**config.mk**
```make
export PLATFORM = sky130hd
export DESIGN_NAME = fdc_meas_ctrl_flat
export DESIGN_NICKNAME = d
export VERILOG_FILES = /design/src/rtl/fdc_meas_ctrl_if.sv /design/src/rtl/fdc_meas_ctrl.sv /design/src/flat_wrapper.sv
export SDC_FILE = /design/constraint.sdc
export NUM_CORES = 1
export LEC_CHECK = 0
export ABC_AREA = 1
export BUFFER_PORTS_ARGS = -buffer_cell sky130_fd_sc_hd__buf_2
export CAP_MARGIN = 40
export CORE_ASPECT_RATIO = 0.6
export CORE_UTILIZATION = 40
export DETAILED_ROUTE_END_ITERATION = 12
export GPL_ROUTABILITY_DRIVEN = 0
export GPL_TIMING_DRIVEN = 0
export PLACE_DENSITY = 0.64
export SYNTH_ARGS = -nofsm -noshare
export SYNTH_HDL_FRONTEND = slang
export SYNTH_SLANG_ARGS = --single-unit
export TNS_END_PERCENT = 5
```
**constraint.sdc**
```tcl
create_clock -name clk -period 2.7 [get_ports clk]
set_clock_uncertainty 0.15 [all_clocks]
set_input_delay 0.135 -clock clk [delete_from_list [all_inputs] [get_ports clk]]
set_output_delay 0.135 -clock clk [all_outputs]
set_load 0.05 [all_outputs]
```
**src/rtl/fdc_meas_ctrl_if.sv**
```systemverilog
// Result channel of the FDC measurement controller.
// Valid/ready handshake carrying the sum, average and overflow flag.
interface fdc_meas_ctrl_if;
    logic [7:0] res_data;
    logic [4:0] res_avg;
    logic       res_ovf;
    logic       res_valid;
    logic       res_ready;

    modport master (
        output res_data,
        output res_avg,
        output res_ovf,
        output res_valid,
        input  res_ready
    );

    modport slave (
        input  res_data,
        input  res_avg,
        input  res_ovf,
        input  res_valid,
        output res_ready
    );
endinterface

```
**src/rtl/fdc_meas_ctrl.sv**
```systemverilog
// FDC measurement sequencer: reset, settle, window, capture, N-sample sum.
// A start is registered once in IDLE, so the first RST entry is one edge later.
module fdc_meas_ctrl #(
    parameter int RST_CYC    = 4,
    parameter int SETTLE_CYC = 2,
    parameter int WIN_CYC    = 64
) (
    input  logic                   clk,
    input  logic                   rst_n,
    input  logic                   start,
    input  logic                   cont,
    input  logic                   sel,
    input  logic [1:0]             avg_log2,
    input  logic [4:0]             fdc_code,
    output logic                   fdc_reset,
    output logic                   fdc_selec,
    output logic                   busy,
    fdc_meas_ctrl_if.master        res
);

    typedef enum logic [2:0] {
        IDLE,
        RST,
        SETTLE,
        MEAS,
        CAPT,
        DONE
    } state_t;

    state_t     state;
    state_t     nxt;
    logic [9:0] cnt;
    logic       arm;
    logic       cfg_sel;
    logic [1:0] cfg_avg;
    logic [3:0] smp;
    logic [7:0] acc;
    logic       ovf;
    logic       hs;
    logic       last;
    logic       latch;

    assign hs    = (state == DONE) && res.res_ready;
    assign last  = (smp + 4'd1) >= (4'd1 << cfg_avg);
    assign latch = ((state == IDLE) && !arm && start)
                || (hs && cont);

    assign busy          = (state != IDLE);
    assign res.res_valid = (state == DONE);
    assign res.res_data  = acc;
    assign res.res_avg   = 5'(acc >> cfg_avg);
    assign res.res_ovf   = ovf;

    // State register.
    always_ff @(posedge clk or negedge rst_n) begin
        if (!rst_n) begin
            state <= IDLE;
        end else begin
            state <= nxt;
        end
    end

    // Next-state decode; the shared counter ends each timed phase at zero.
    always_comb begin
        nxt = state;
        unique case (state)
            IDLE:    if (arm) nxt = RST;
            RST:     if (cnt == 10'd0) nxt = SETTLE;
            SETTLE:  if (cnt == 10'd0) nxt = MEAS;
            MEAS:    if (cnt == 10'd0) nxt = CAPT;
            CAPT:    nxt = last ? DONE : RST;
            DONE:    if (hs) nxt = cont ? RST : IDLE;
            default: nxt = IDLE;
        endcase
    end

    // Phase timer, FDC controls, config latch and accumulator.
    always_ff @(posedge clk or negedge rst_n) begin
        if (!rst_n) begin
            fdc_reset <= 1'b1;
            fdc_selec <= 1'b0;
            cnt       <= '0;
            arm       <= 1'b0;
            cfg_sel   <= 1'b0;
            cfg_avg   <= '0;
            smp       <= '0;
            acc       <= '0;
            ovf       <= 1'b0;
        end else begin
            fdc_reset <= (nxt == RST);
            arm       <= (state == IDLE) && !arm && start;

            if (latch) begin
                cfg_sel <= sel;
                cfg_avg <= avg_log2;
                smp     <= '0;
                acc     <= '0;
                ovf     <= 1'b0;
            end

            if (nxt == RST && state != RST) begin
                cnt       <= 10'(RST_CYC - 1);
                fdc_selec <= (state == DONE) ? sel : cfg_sel;
            end else if (cnt != 10'd0) begin
                cnt <= cnt - 10'd1;
            end else if (state == RST) begin
                cnt <= 10'(SETTLE_CYC - 1);
            end else if (state == SETTLE) begin
                cnt <= 10'(WIN_CYC - 1);
            end

            if (state == CAPT) begin
                acc <= acc + {3'b000, fdc_code};
                smp <= smp + 4'd1;
                if (fdc_code == 5'd31) ovf <= 1'b1;
            end
        end
    end

endmodule
```
**src/flat_wrapper.sv**
```systemverilog
// flat-port wrapper written by rule: the top's interface ports become plain ports
module fdc_meas_ctrl_flat 
#(
    parameter int RST_CYC    = 4,
    parameter int SETTLE_CYC = 2,
    parameter int WIN_CYC    = 64
)
  (clk, rst_n, start, cont, sel, avg_log2, fdc_code, fdc_reset, fdc_selec, busy, res_res_data, res_res_avg, res_res_ovf, res_res_valid, res_res_ready);
  fdc_meas_ctrl_if res_i ();
  input  logic clk;
  input  logic rst_n;
  input  logic start;
  input  logic cont;
  input  logic sel;
  input  logic [1:0] avg_log2;
  input  logic [4:0] fdc_code;
  output logic fdc_reset;
  output logic fdc_selec;
  output logic busy;
  output wire logic [$bits(res_i.res_data)-1:0] res_res_data;
  output wire logic [$bits(res_i.res_avg)-1:0] res_res_avg;
  output wire logic [$bits(res_i.res_ovf)-1:0] res_res_ovf;
  output wire logic [$bits(res_i.res_valid)-1:0] res_res_valid;
  input wire logic [$bits(res_i.res_ready)-1:0] res_res_ready;
  assign res_res_data = res_i.res_data;
  assign res_res_avg = res_i.res_avg;
  assign res_res_ovf = res_i.res_ovf;
  assign res_res_valid = res_i.res_valid;
  assign res_i.res_ready = res_res_ready;
  fdc_meas_ctrl #(.RST_CYC(RST_CYC), .SETTLE_CYC(SETTLE_CYC), .WIN_CYC(WIN_CYC)) u_core (.clk(clk), .rst_n(rst_n), .start(start), .cont(cont), .sel(sel), .avg_log2(avg_log2), .fdc_code(fdc_code), .fdc_reset(fdc_reset), .fdc_selec(fdc_selec), .busy(busy), .res(res_i));
endmodule
```
==> results of run 1 <==
power breakdown:
part	switching, uW	internal [uW]	total (uW)
Combinational	984	437	1420
Sequential	134	630	764
Clock	175	181	356
per-layer routing:
layer  routed length [um]  GRT usage (%)
met5                    0              0
met3                  240           4.65
met1                 2690           31.8
met4                   39           5.76
met2                 1890           25.2
cell usage in the layout, fill, tap and decap left out, types with 3 or more instances in the layout:
master / n
xor2_1: 8
dlygate4sd3_1: 8
clkbuf_1: 3
o221ai_1: 3
dfrtp_1: 31
nand3_1: 19
nor2_2: 6
ha_1: 11
inv_1: 43
nor2_4: 5
nand2_2: 3
inv_2: 9
o21ai_0: 20
nand2_1: 58
clkbuf_8: 5
buf_2: 30
o21ai_1: 3
a22o_1: 3
a21oi_1: 5
nand3_2: 5
nor2_1: 19
worst max-delay path, delay by kind of cell, from the launching register on:
kind	cells	cell delay, ns
and+or+nand+nor	5	0.81
buffers and inverters	3	0.76
DFF	1	0.45
AOI/OAI and AO/OA	1	0.06
logic make-up (layout without fill, tap and decap cells):
family | Yosys count | in the layout | share of synthesized area, %
flip-flops | 32 | 32 | 37.9
AO/OA/AOI/OAI | 39 | 39 | 10.8
AND/OR/NAND/NOR | 124 | 124 | 30.4
XOR/XNOR | 9 | 9 | 3.72
buffers and inverters | 54 | 100 | 9.75
adder cells (fa/ha/maj) | 12 | 12 | 7.44
registers in the layout (all words and copies together), names as in the netlist:
| register | cells |
|---|---|
| u_core.smp | 4 |
| u_core.cfg_avg | 2 |
| u_core.cfg_sel | 1 |
| u_core.fdc_reset | 1 |
| u_core.state | 3 |
| u_core.fdc_selec | 1 |
| u_core.res.res_data | 8 |
| u_core.arm | 1 |
| u_core.cnt | 10 |
| u_core.res.res_ovf | 1 |
metrics by stage:
step,hold slack (ns),cell area [um^2]
3_5_place_dp,0.0979,2350
6_report,0.0628,2510
4_1_cts,0.0510,2510
3_3_place_gp,0.0977,2350
5_1_grt,0.0605,2510
2_1_floorplan,-0.311,2120
worst min path at each step:
stage                start                                  to  slack, ns  cells after the start
2_1_floorplan        rst_n                u_core.arm$_DFF_PN0_      -0.31                      0
3_3_place_gp         rst_n           u_core.cnt[6]$_DFFE_PN0P_        0.1                      1
3_5_place_dp         rst_n           u_core.cnt[6]$_DFFE_PN0P_        0.1                      1
4_1_cts        fdc_code[0]  u_core.res.res_data[0]$_DFFE_PN0P_       0.05                      3
5_1_grt        fdc_code[0]  u_core.res.res_data[0]$_DFFE_PN0P_       0.06                      3
6_report       fdc_code[0]  u_core.res.res_data[0]$_DFFE_PN0P_       0.06                      3
timing repair:
item / CTS / global route
endpoints found under the hold margin: 36 / 0
hold buffers: 8 / 0
endpoints found under the setup margin: 0 / 0
area by class of cell:
class | instances | area share, %
clock buffer | 7 | 3.04
sequential | 32 | 31.9
multi-input combinational | 184 | 44.2
buffer | 2 | 0.448
clock inverter | 1 | 0.199
timing repair buffer | 38 | 9.16
tap | 66 | 3.29
inverter | 52 | 7.77
==> results by group, run 1 <==
Setup path
  – Crit-path cells: nor2_1 -> inv_1 -> nor2_1 -> nand3_1 -> nand2_2 -> inv_1 -> nand2_1 -> o31ai_1 -> dlygate4sd3_1
  – End of the worst register-to-register path: u_core.res.res_ovf$_DFF_PN0_
  – Worst setup startpoint: u_core.state[1]$_DFF_PN0_
  – Critical path class: reg -> reg
  – Type of destination of the critical path: register
  – Worst Reg2Reg Path Length in Cells: 9
  – Reg-to-reg startpoint: u_core.state[1]$_DFF_PN0_
  – Critical Path Source Type: register
  – Biggest cell delay along the critical path: 0.57 ns
  – CP Capture Point: u_core.res.res_ovf$_DFF_PN0_
  – Highest fanout seen on the critical path: 9
  – CP required: 2.72 ns
  – Data arrival time of the critical path: 2.36 ns
  – Slack of the worst reg-to-reg path: 0.35 ns
  – Max stage delay cell, worst path: dlygate4sd3_1

Logic synthesis
  – Count of unique library cells instantiated by Yosys: 33
  – Number of synthesized register bits: 32
  – Synth warnings: 0
  – Fraction of registers with async set or reset after synthesis: 100%
  – Library cell occupying the most area in the post-synthesis netlist: dfrtp_1
  – Primary flip-flop cell chosen by synthesis mapping: dfrtp_1
  – Largest cells by area after synthesis: dfrtp_1 (37%), nand2_1 (10%), inv_1 (7.6%)
  – Net count after synthesis: 295
  – Count of mapped cells out of synthesis: 270
  – Most frequent cell after synthesis: nand2_1
  – Area share of the largest cell type after synthesis: 36.6%
  – Syn Std Cell Area: 0.00212 mm^2
  – Per-instance average area after synthesis: 7.85 um^2
  – Most numerous cell types in the synthesized netlist: nand2_1 (58), inv_1 (43), dfrtp_1 (31)
  – Number of flops mapped to enable cells by yosys: 0
  – Share of the yosys chip area belonging to registers: 37.9%

Cells and area
  – Multi-input gate area: 0.00111 mm^2
  – Register cell area after layout: 802 um^2
  – Final core utilization: 49.5%
  – Count of nets after finishing: 340
  – Antenna diode count: 0
  – Filler cells: 503
  – Share of post-route cells with drive strength above 1: 22.2%
  – Final cell count without fillers: 382
  – Area growth syn-to-layout: 18.6%

Global routing
  – Number of global-route vias before repair: 1670
  – Number of antenna violations at the first check in global routing: 0
  – Global-route wire length before repair: 8.07 mm
  – Maximum number of pins on one net before global-route repair: 33
  – GRT overflow: 0
  – Total track usage: 19.6%

STA
  – Final clock period utilization by the worst path: 86.9%
  – Fmax: 0.426 GHz
  – Final setup TNS: 0 ns
  – Hold Violations, Final: 0
  – RSZ-0062 raised after global routing: no
  – Max_slew headroom: 51.6%
  – Final period demand of the worst path: 2.35 ns
  – Number of pins exceeding their max-slew limit in the final report: 0
  – Setup-violating endpoint count in the final report: 0
  – Slew @ Worst Pin: 0.726 ns
  – Worst Setup Slack, final: 0.354 ns

Drt
  – Routed Wire Length: 4.85 mm
  – TritonRoute pass-1 iters: 4
  – Post-detailed-route DRC marker count: 0
  – Average via count per standard cell: 4.92
  – Violation count after the first detailed-routing iteration: 165
  – Routed length per instance: 12.7 um
  – ANT nets after route: 0
  – Via Count: 1879

Clock tree
  – Clock tree root driver cell: clkbuf_8
  – Clock tree from TritonCTS: built
  – CTS HTree Levels: 2
  – Clock Path Buffers: 2
  – Num Clock Sinks: 32
  – CTS buffer count: 5
  – Clock transition at the registers of the reported paths: 0.07 ns
  – Insertion delay of the later-clocked pin in the worst-skew pair: 0.28 ns
  – Post-cts resize count: 0
  – Post-CTS setup buffer count: 0

Die
  – X dimension of the die: 95.9 um
  – Number of core rows: 20
  – Top-level I/O count: 31
  – Starting Density: 41.7%
  – Floorplan die area: 0.00560 mm^2
  – Area of the core: 0.00508 mm^2
  – Die Ht: 58.4 um

Place
  – Input/output buffers: 30
  – Minimum setup slack after placement: 0.396 ns
  – Placed cell count: 366
  – Detail Placement HPWL: 3.69 mm

Outcome
  – Result of the run: finished, final reports clean

Pwr
  – Maximum VDD drop: 0.385 mV
  – Leakage power figure: 0.00140 uW
  – Overall Power: 2540 uW
  – Ratio of total power to cell area: 1010 mW/mm^2

Worst hold path
  – Worst min-delay path category: in -> reg

Run
  – Max-cap violations: 0
No activity file was read; power rests on OpenSTA's default activity.
==> run 2: changes to the inputs <==
--- a/config.mk
+++ b/config.mk
@@ -8,12 +8,14 @@
 export ABC_AREA = 1
 export BUFFER_PORTS_ARGS = -buffer_cell sky130_fd_sc_hd__buf_2
 export CAP_MARGIN = 40
+export CELL_PAD_IN_SITES_DETAIL_PLACEMENT = 1
+export CELL_PAD_IN_SITES_GLOBAL_PLACEMENT = 2
 export CORE_ASPECT_RATIO = 0.6
-export CORE_UTILIZATION = 40
+export CORE_UTILIZATION = 33
 export DETAILED_ROUTE_END_ITERATION = 12
 export GPL_ROUTABILITY_DRIVEN = 0
 export GPL_TIMING_DRIVEN = 0
-export PLACE_DENSITY = 0.64
+export PLACE_DENSITY = 0.84
 export SYNTH_ARGS = -nofsm -noshare
 export SYNTH_HDL_FRONTEND = slang
 export SYNTH_SLANG_ARGS = --single-unit
==> run 2 against run 1 <==
Sequential power down 0.5%. Hold slack worse by 0.043 ns. Count of clock-buffer cells in the layout down 1. Sequential share of layout area down 0.30 points. Setup slack worse by 0.097 ns. Critical endpoint is now u_core.cnt[4]$_DFFE_PN0P_. Highest routed layer unchanged.
==> results by group, run 2 (same netlist as run 1, synthesis figures left out) <==
Global routing
  – GRT overflow: 0
  – Number of global-route vias before repair: 1860
  – Global-route wire length before repair: 9.69 mm
  – Total track usage: 18.8%
  – Number of antenna violations at the first check in global routing: 0
  – Maximum number of pins on one net before global-route repair: 33

Pwr
  – Switching share of power: 51.6%
  – Ratio of total power to cell area: 1040 mW/mm^2
  – Portion of total power attributed to combinational logic: 56.0%
  – Sequential Power Share: 29.0%
  – Power share of the clock group: 15.1%
  – Leakage power figure: 0.00140 uW
  – Internal power component: 1270 uW
  – Net switching power: 1350 uW
  – Maximum VDD drop: 0.420 mV

Place
  – Detail Placement HPWL: 4.58 mm
  – Input/output buffers: 30

Cells and area
  – Max FFs per register: 10
  – Count of nets after finishing: 339
  – Most frequent standard cell in the layout excluding fill and tap cells: nand2_1
  – Commonest cells after routing, fill and taps aside: nand2_1 (58), inv_1 (43), dfrtp_1 (31)
  – Largest register by flop count: u_core.cnt
  – Final core utilization: 41.1%
  – Antenna diode count: 0
  – Share of post-route cells with drive strength above 1: 22.9%
  – Area growth syn-to-layout: 19.7%

Setup path
  – Reg-to-reg startpoint: u_core.cfg_avg[0]$_DFFE_PN0P_
  – Highest fanout seen on the critical path: 10
  – Type of destination of the critical path: register
  – End of the worst register-to-register path: u_core.cnt[4]$_DFFE_PN0P_
  – Data arrival time of the critical path: 2.47 ns
  – Critical path class: reg -> reg
  – Worst Reg2Reg Path Length in Cells: 11
  – Slack of the worst reg-to-reg path: 0.26 ns
  – CP required: 2.72 ns
  – Critical Path Source Type: register

Drt
  – Routed Wire Length: 5.80 mm
  – Average via count per standard cell: 4.78
  – Routed length per instance: 14.5 um
  – TritonRoute pass-1 iters: 4
  – ANT nets after route: 0
  – Via Count: 1907
  – Post-detailed-route DRC marker count: 0
  – Violation count after the first detailed-routing iteration: 59

Die
  – Die Ht: 64.1 um
  – Starting Density: 34.4%
  – X dimension of the die: 105 um
  – Number of core rows: 22
  – Floorplan die area: 0.00675 mm^2
  – Area of the core: 0.00617 mm^2
  – Top-level I/O count: 31

Clock tree
  – Num Clock Sinks: 32
  – Clock tree from TritonCTS: built
  – Post-CTS setup buffer count: 0
  – Post-cts resize count: 0
  – CTS buffer count: 5
  – Number of buffers inserted by hold repair at cts: 7
  – Clock tree root driver cell: clkbuf_8
  – Clock transition at the registers of the reported paths: 0.07 ns
  – Insertion delay of the later-clocked pin in the worst-skew pair: 0.29 ns
  – CTS HTree Levels: 2
  – Clock Path Buffers: 2

Outcome
  – Result of the run: finished, final reports clean

Worst hold path
  – Launch instance of the worst min-delay path: fdc_code[0]
  – Worst min-delay path category: in -> reg
  – Hold path cells: 3
  – Endpoint, Worst Hold: u_core.res.res_ovf$_DFF_PN0_

STA
  – Max_slew headroom: 49.7%
  – Final setup TNS: 0 ns
  – Final period demand of the worst path: 2.44 ns
  – RSZ-0062 raised after global routing: no
  – Number of pins exceeding their max-slew limit in the final report: 0
  – Final clock period utilization by the worst path: 90.5%
  – Fmax: 0.409 GHz
  – Setup-violating endpoint count in the final report: 0
  – Slew @ Worst Pin: 0.755 ns
  – Hold Violations, Final: 0

Run
  – Max-cap violations: 0
-- run 2: cell types whose count changed in the layout (fill, tap and decap cells not counted) --
| cell | previous run | this run |
|---|---|---|
| clkbuf_1 | 3 | 1 |
| clkinv_2 | 1 | 2 |
| clkbuf_8 | 5 | 6 |
| dlygate4sd3_1 | 8 | 7 |
-- run 2: area by class of cell --
class,count,area (um^2)
Buffer,2,11.3
Clock buffer,6,82.6
Clock inverter,2,10.0
Fill cell,785,3630
Inverter,52,195
Multi-Input combinational cell,184,1110
Sequential cell,32,802
Tap cell,84,105
Timing Repair Buffer,37,220
-- run 2: worst max path at each step --
stage	start	endpoint
5_1_grt	u_core.cfg_avg[0]$_DFFE_PN0P_	u_core.cnt[4]$_DFFE_PN0P_
3_3_place_gp	u_core.cfg_avg[0]$_DFFE_PN0P_	u_core.cnt[5]$_DFFE_PN0P_
6_report	u_core.cfg_avg[0]$_DFFE_PN0P_	u_core.cnt[4]$_DFFE_PN0P_
3_5_place_dp	u_core.cfg_avg[0]$_DFFE_PN0P_	u_core.cnt[4]$_DFFE_PN0P_
4_1_cts	u_core.cfg_avg[0]$_DFFE_PN0P_	u_core.cnt[4]$_DFFE_PN0P_
2_1_floorplan	u_core.res.res_data[3]$_DFFE_PN0P_	res_res_avg[2]
-- run 2: power by group through the flow --
stage | combinational (uW) | sequential (uW) | clock (uW)
detailed placement | 1470 | 769 | 0
global route | 1650 | 787 | 425
CTS | 1480 | 761 | 412
floorplan | 1020 | 843 | 0
finish | 1470 | 760 | 396
global placement | 1420 | 764 | 0
-- run 2: metal layers --
| metal | GRT usage, % | up-vias | wire, um |
|---|---|---|---|
| met2 | 26.0 | 16 | 2310 |
| li1 | - | 957 | - |
| met3 | 3.78 | 5 | 145 |
| met1 | 29.5 | 929 | 3310 |
| met4 | 4.23 | 0 | 44 |
| met5 | 0 | - | 0 |
-- run 2: through the flow --
step / setup slack [ns] / total power [uW] / cell area (um^2) / std cells / hold slack (ns)
2_1_floorplan: 0.391 / 1870 / 2120 / 270 / -0.311
3_3_place_gp: 0.328 / 2190 / 2370 / 384 / 0.107
3_5_place_dp: 0.253 / 2240 / 2370 / 384 / 0.103
4_1_cts: 0.220 / 2660 / 2540 / 399 / 0.0105
5_1_grt: 0.0120 / 2860 / 2540 / 399 / 0.0131
6_report: 0.256 / 2630 / 2540 / 399 / 0.0200
-- run 2: worst max-delay path, stage by stage (launching register included) --
cell and delay (ns):
dfrtp_1 0.34, clkbuf_1 0.31, nand2_1 0.21, ha_1 0.34, a21oi_1 0.20, nand3_1 0.10
nand2_1 0.06, inv_1 0.06, nor2_4 0.16, nand4_4 0.20, nand2_4 0.16, nor2_2 0.04
==> run 3: changes to the inputs <==
--- a/config.mk
+++ b/config.mk
@@ -6,8 +6,8 @@
 export NUM_CORES = 1
 export LEC_CHECK = 0
 export ABC_AREA = 1
+export ABC_CLOCK_PERIOD_IN_PS = 2350
 export BUFFER_PORTS_ARGS = -buffer_cell sky130_fd_sc_hd__buf_2
-export CAP_MARGIN = 40
 export CELL_PAD_IN_SITES_DETAIL_PLACEMENT = 1
 export CELL_PAD_IN_SITES_GLOBAL_PLACEMENT = 2
 export CORE_ASPECT_RATIO = 0.6
==> constraint.sdc (replaced) <==
create_clock -name clk -period 2.35 [get_ports clk]
set_clock_uncertainty 0.15 [all_clocks]
set_input_delay 0.1175 -clock clk [delete_from_list [all_inputs] [get_ports clk]]
set_output_delay 0.1175 -clock clk [all_outputs]
set_load 0.05 [all_outputs]
==> run 3 against run 2 <==
First-iteration DRC count up 5.1%. Non-clock buffer count up 8. Power up 18%. Hold slack worse by 0.0032 ns. Sequential cell count unchanged. Setup slack worse by 0.17 ns. Critical path type unchanged.
==> results by group, run 3 (same netlist as run 1, synthesis figures left out) <==
Cells and area
  – Largest register by flop count: u_core.cnt
  – Area growth syn-to-layout: 24.4%
  – Final core utilization: 42.7%
  – Most frequent standard cell in the layout excluding fill and tap cells: nand2_1
  – Max FFs per register: 10
  – Share of post-route cells with drive strength above 1: 27.9%
  – Commonest cells after routing, fill and taps aside: nand2_1 (58), inv_1 (40), buf_2 (30)
  – Count of nets after finishing: 347
  – Antenna diode count: 0

Die
  – X dimension of the die: 105 um
  – Die Ht: 64.1 um
  – Top-level I/O count: 31
  – Starting Density: 34.4%
  – Floorplan die area: 0.00675 mm^2
  – Number of core rows: 22
  – Area of the core: 0.00617 mm^2

Setup path
  – End of the worst register-to-register path: u_core.cnt[4]$_DFFE_PN0P_
  – Reg-to-reg startpoint: u_core.smp[1]$_DFFE_PN0P_
  – Biggest cell delay along the critical path: 0.43 ns
  – Crit-path cells: nand3_2 -> xor2_1 -> ha_1 -> nand2_1 -> inv_2 -> nand2_1 -> nand3_1 -> nand2_1 -> inv_2 -> nor2_4 -> nand4_4 -> nand2_4 -> nor2_2
  – Slack of the worst reg-to-reg path: 0.09 ns
  – Worst setup startpoint: u_core.smp[1]$_DFFE_PN0P_
  – Type of destination of the critical path: register
  – CP required: 2.37 ns
  – Worst Reg2Reg Path Length in Cells: 13
  – Buffer and inverter count on the worst path: 2
  – Highest fanout seen on the critical path: 8
  – Data arrival time of the critical path: 2.29 ns
  – Total stage count of the critical path: 13
  – Critical Path Source Type: register
  – Critical path class: reg -> reg
  – Most Frequent Cell on Critical Path: nand2_1
  – Max stage delay cell, worst path: dfrtp_1
  – Family with the most delay on the worst path: simple AND/OR/NAND/NOR gates

Worst hold path
  – Launch instance of the worst min-delay path: fdc_code[1]
  – Worst min-delay path category: in -> reg
  – Hold path cells: 3
  – Endpoint, Worst Hold: u_core.res.res_ovf$_DFF_PN0_

Drt
  – Via Count: 1952
  – ANT nets after route: 0
  – TritonRoute pass-1 iters: 5
  – Average via count per standard cell: 4.80
  – Post-detailed-route DRC marker count: 0
  – Routed Wire Length: 6.00 mm
  – Routed length per instance: 14.7 um
  – Violation count after the first detailed-routing iteration: 62

Global routing
  – Number of antenna violations at the first check in global routing: 0
  – Busiest layer in global routing: met1
  – GR met3 Demand/Resource: 3.78%
  – Global-route wire length before repair: 9.72 mm
  – GRT met2 Usage: 26.2%
  – GRT overflow: 0
  – Maximum number of pins on one net before global-route repair: 33
  – Met1 Use GR: 29.6%
  – Total track usage: 18.9%
  – Number of global-route vias before repair: 1863

Clock tree
  – Clock transition at the registers of the reported paths: 0.07 ns
  – Num Clock Sinks: 32
  – Insertion delay of the later-clocked pin in the worst-skew pair: 0.28 ns
  – CTS HTree Levels: 2
  – Clock Path Buffers: 2
  – Clock tree root driver cell: clkbuf_8
  – Clock tree from TritonCTS: built
  – CTS buffer count: 5

STA
  – Hold Violations, Final: 0
  – RSZ-0062 raised after global routing: yes
  – Final clock period utilization by the worst path: 96.3%
  – Final period demand of the worst path: 2.26 ns
  – Number of pins exceeding their max-slew limit in the final report: 0
  – Setup-violating endpoint count in the final report: 0
  – Fmax: 0.442 GHz
  – Final setup TNS: 0 ns
  – Slew @ Worst Pin: 0.757 ns
  – Max_slew headroom: 49.6%

Pwr
  – Overall Power: 3100 uW
  – Leakage power figure: 0.00143 uW
  – Maximum VDD drop: 0.485 mV
  – Ratio of total power to cell area: 1180 mW/mm^2

Run
  – Max-cap violations: 0

Outcome
  – Result of the run: finished, final reports clean

Place
  – Detail Placement HPWL: 4.58 mm
  – Input/output buffers: 30
## run 3: worst max-delay path by stage
stage | to
after floorplan | res_res_avg[2]
after global routing | u_core.cnt[4]$_DFFE_PN0P_
after detailed placement | u_core.cnt[4]$_DFFE_PN0P_
after global placement | u_core.cnt[5]$_DFFE_PN0P_
final | u_core.cnt[4]$_DFFE_PN0P_
after CTS | u_core.cnt[4]$_DFFE_PN0P_
## run 3: metal layers
layer,share of wire (%),wire [um]
met1,55,3300
met2,41,2450
met3,3.4,203
met4,0.73,44
met5,0,0
## run 3: final cells by class
| class | count | area [um^2] |
|---|---|---|
| buffer | 1 | 7.51 |
| clock buffer | 6 | 82.6 |
| clock inverter | 2 | 10.0 |
| fill | 781 | 3530 |
| inverter | 52 | 195 |
| multi-input combinational | 184 | 1140 |
| sequential | 32 | 806 |
| tap | 84 | 105 |
| timing repair buffer | 46 | 290 |
## run 3: worst min-delay path, delay by kind of cell
| kind | cells | cell delay, ns |
|---|---|---|
| compound gates | 1 | 0.08 |
| simple gates | 1 | 0.09 |
| buf+inv | 1 | 0.12 |
## run 3: what timing repair did
| action | in CTS | in global routing |
|---|---|---|
| hold endpoints to repair | 36 | 0 |
| setup buffers | 0 | 8 |
| hold buffers | 8 | 0 |
| setup endpoints to repair | 11 | 11 |
| pin swaps | 0 | 7 |
| resized for setup | 0 | 11 |
## run 3: per-stage QoR
stage	hold WS, ns	std cells	cell area (um^2)	setup WS [ns]
6_report	0.0169	407	2640	0.0872
5_1_grt	0.00758	407	2640	-0.0681
4_1_cts	0.00358	399	2540	0.0150
3_5_place_dp	0.0854	384	2370	-0.0968
3_3_place_gp	0.0900	384	2370	-0.0221
2_1_floorplan	-0.328	270	2120	0.0582
## run 3: power by group
group / switching [uW] / leakage, uW / internal, uW
Clock: 218 / 0.0000510 / 234
Sequential: 158 / 0.000416 / 728
Combinational: 1210 / 0.000964 / 554
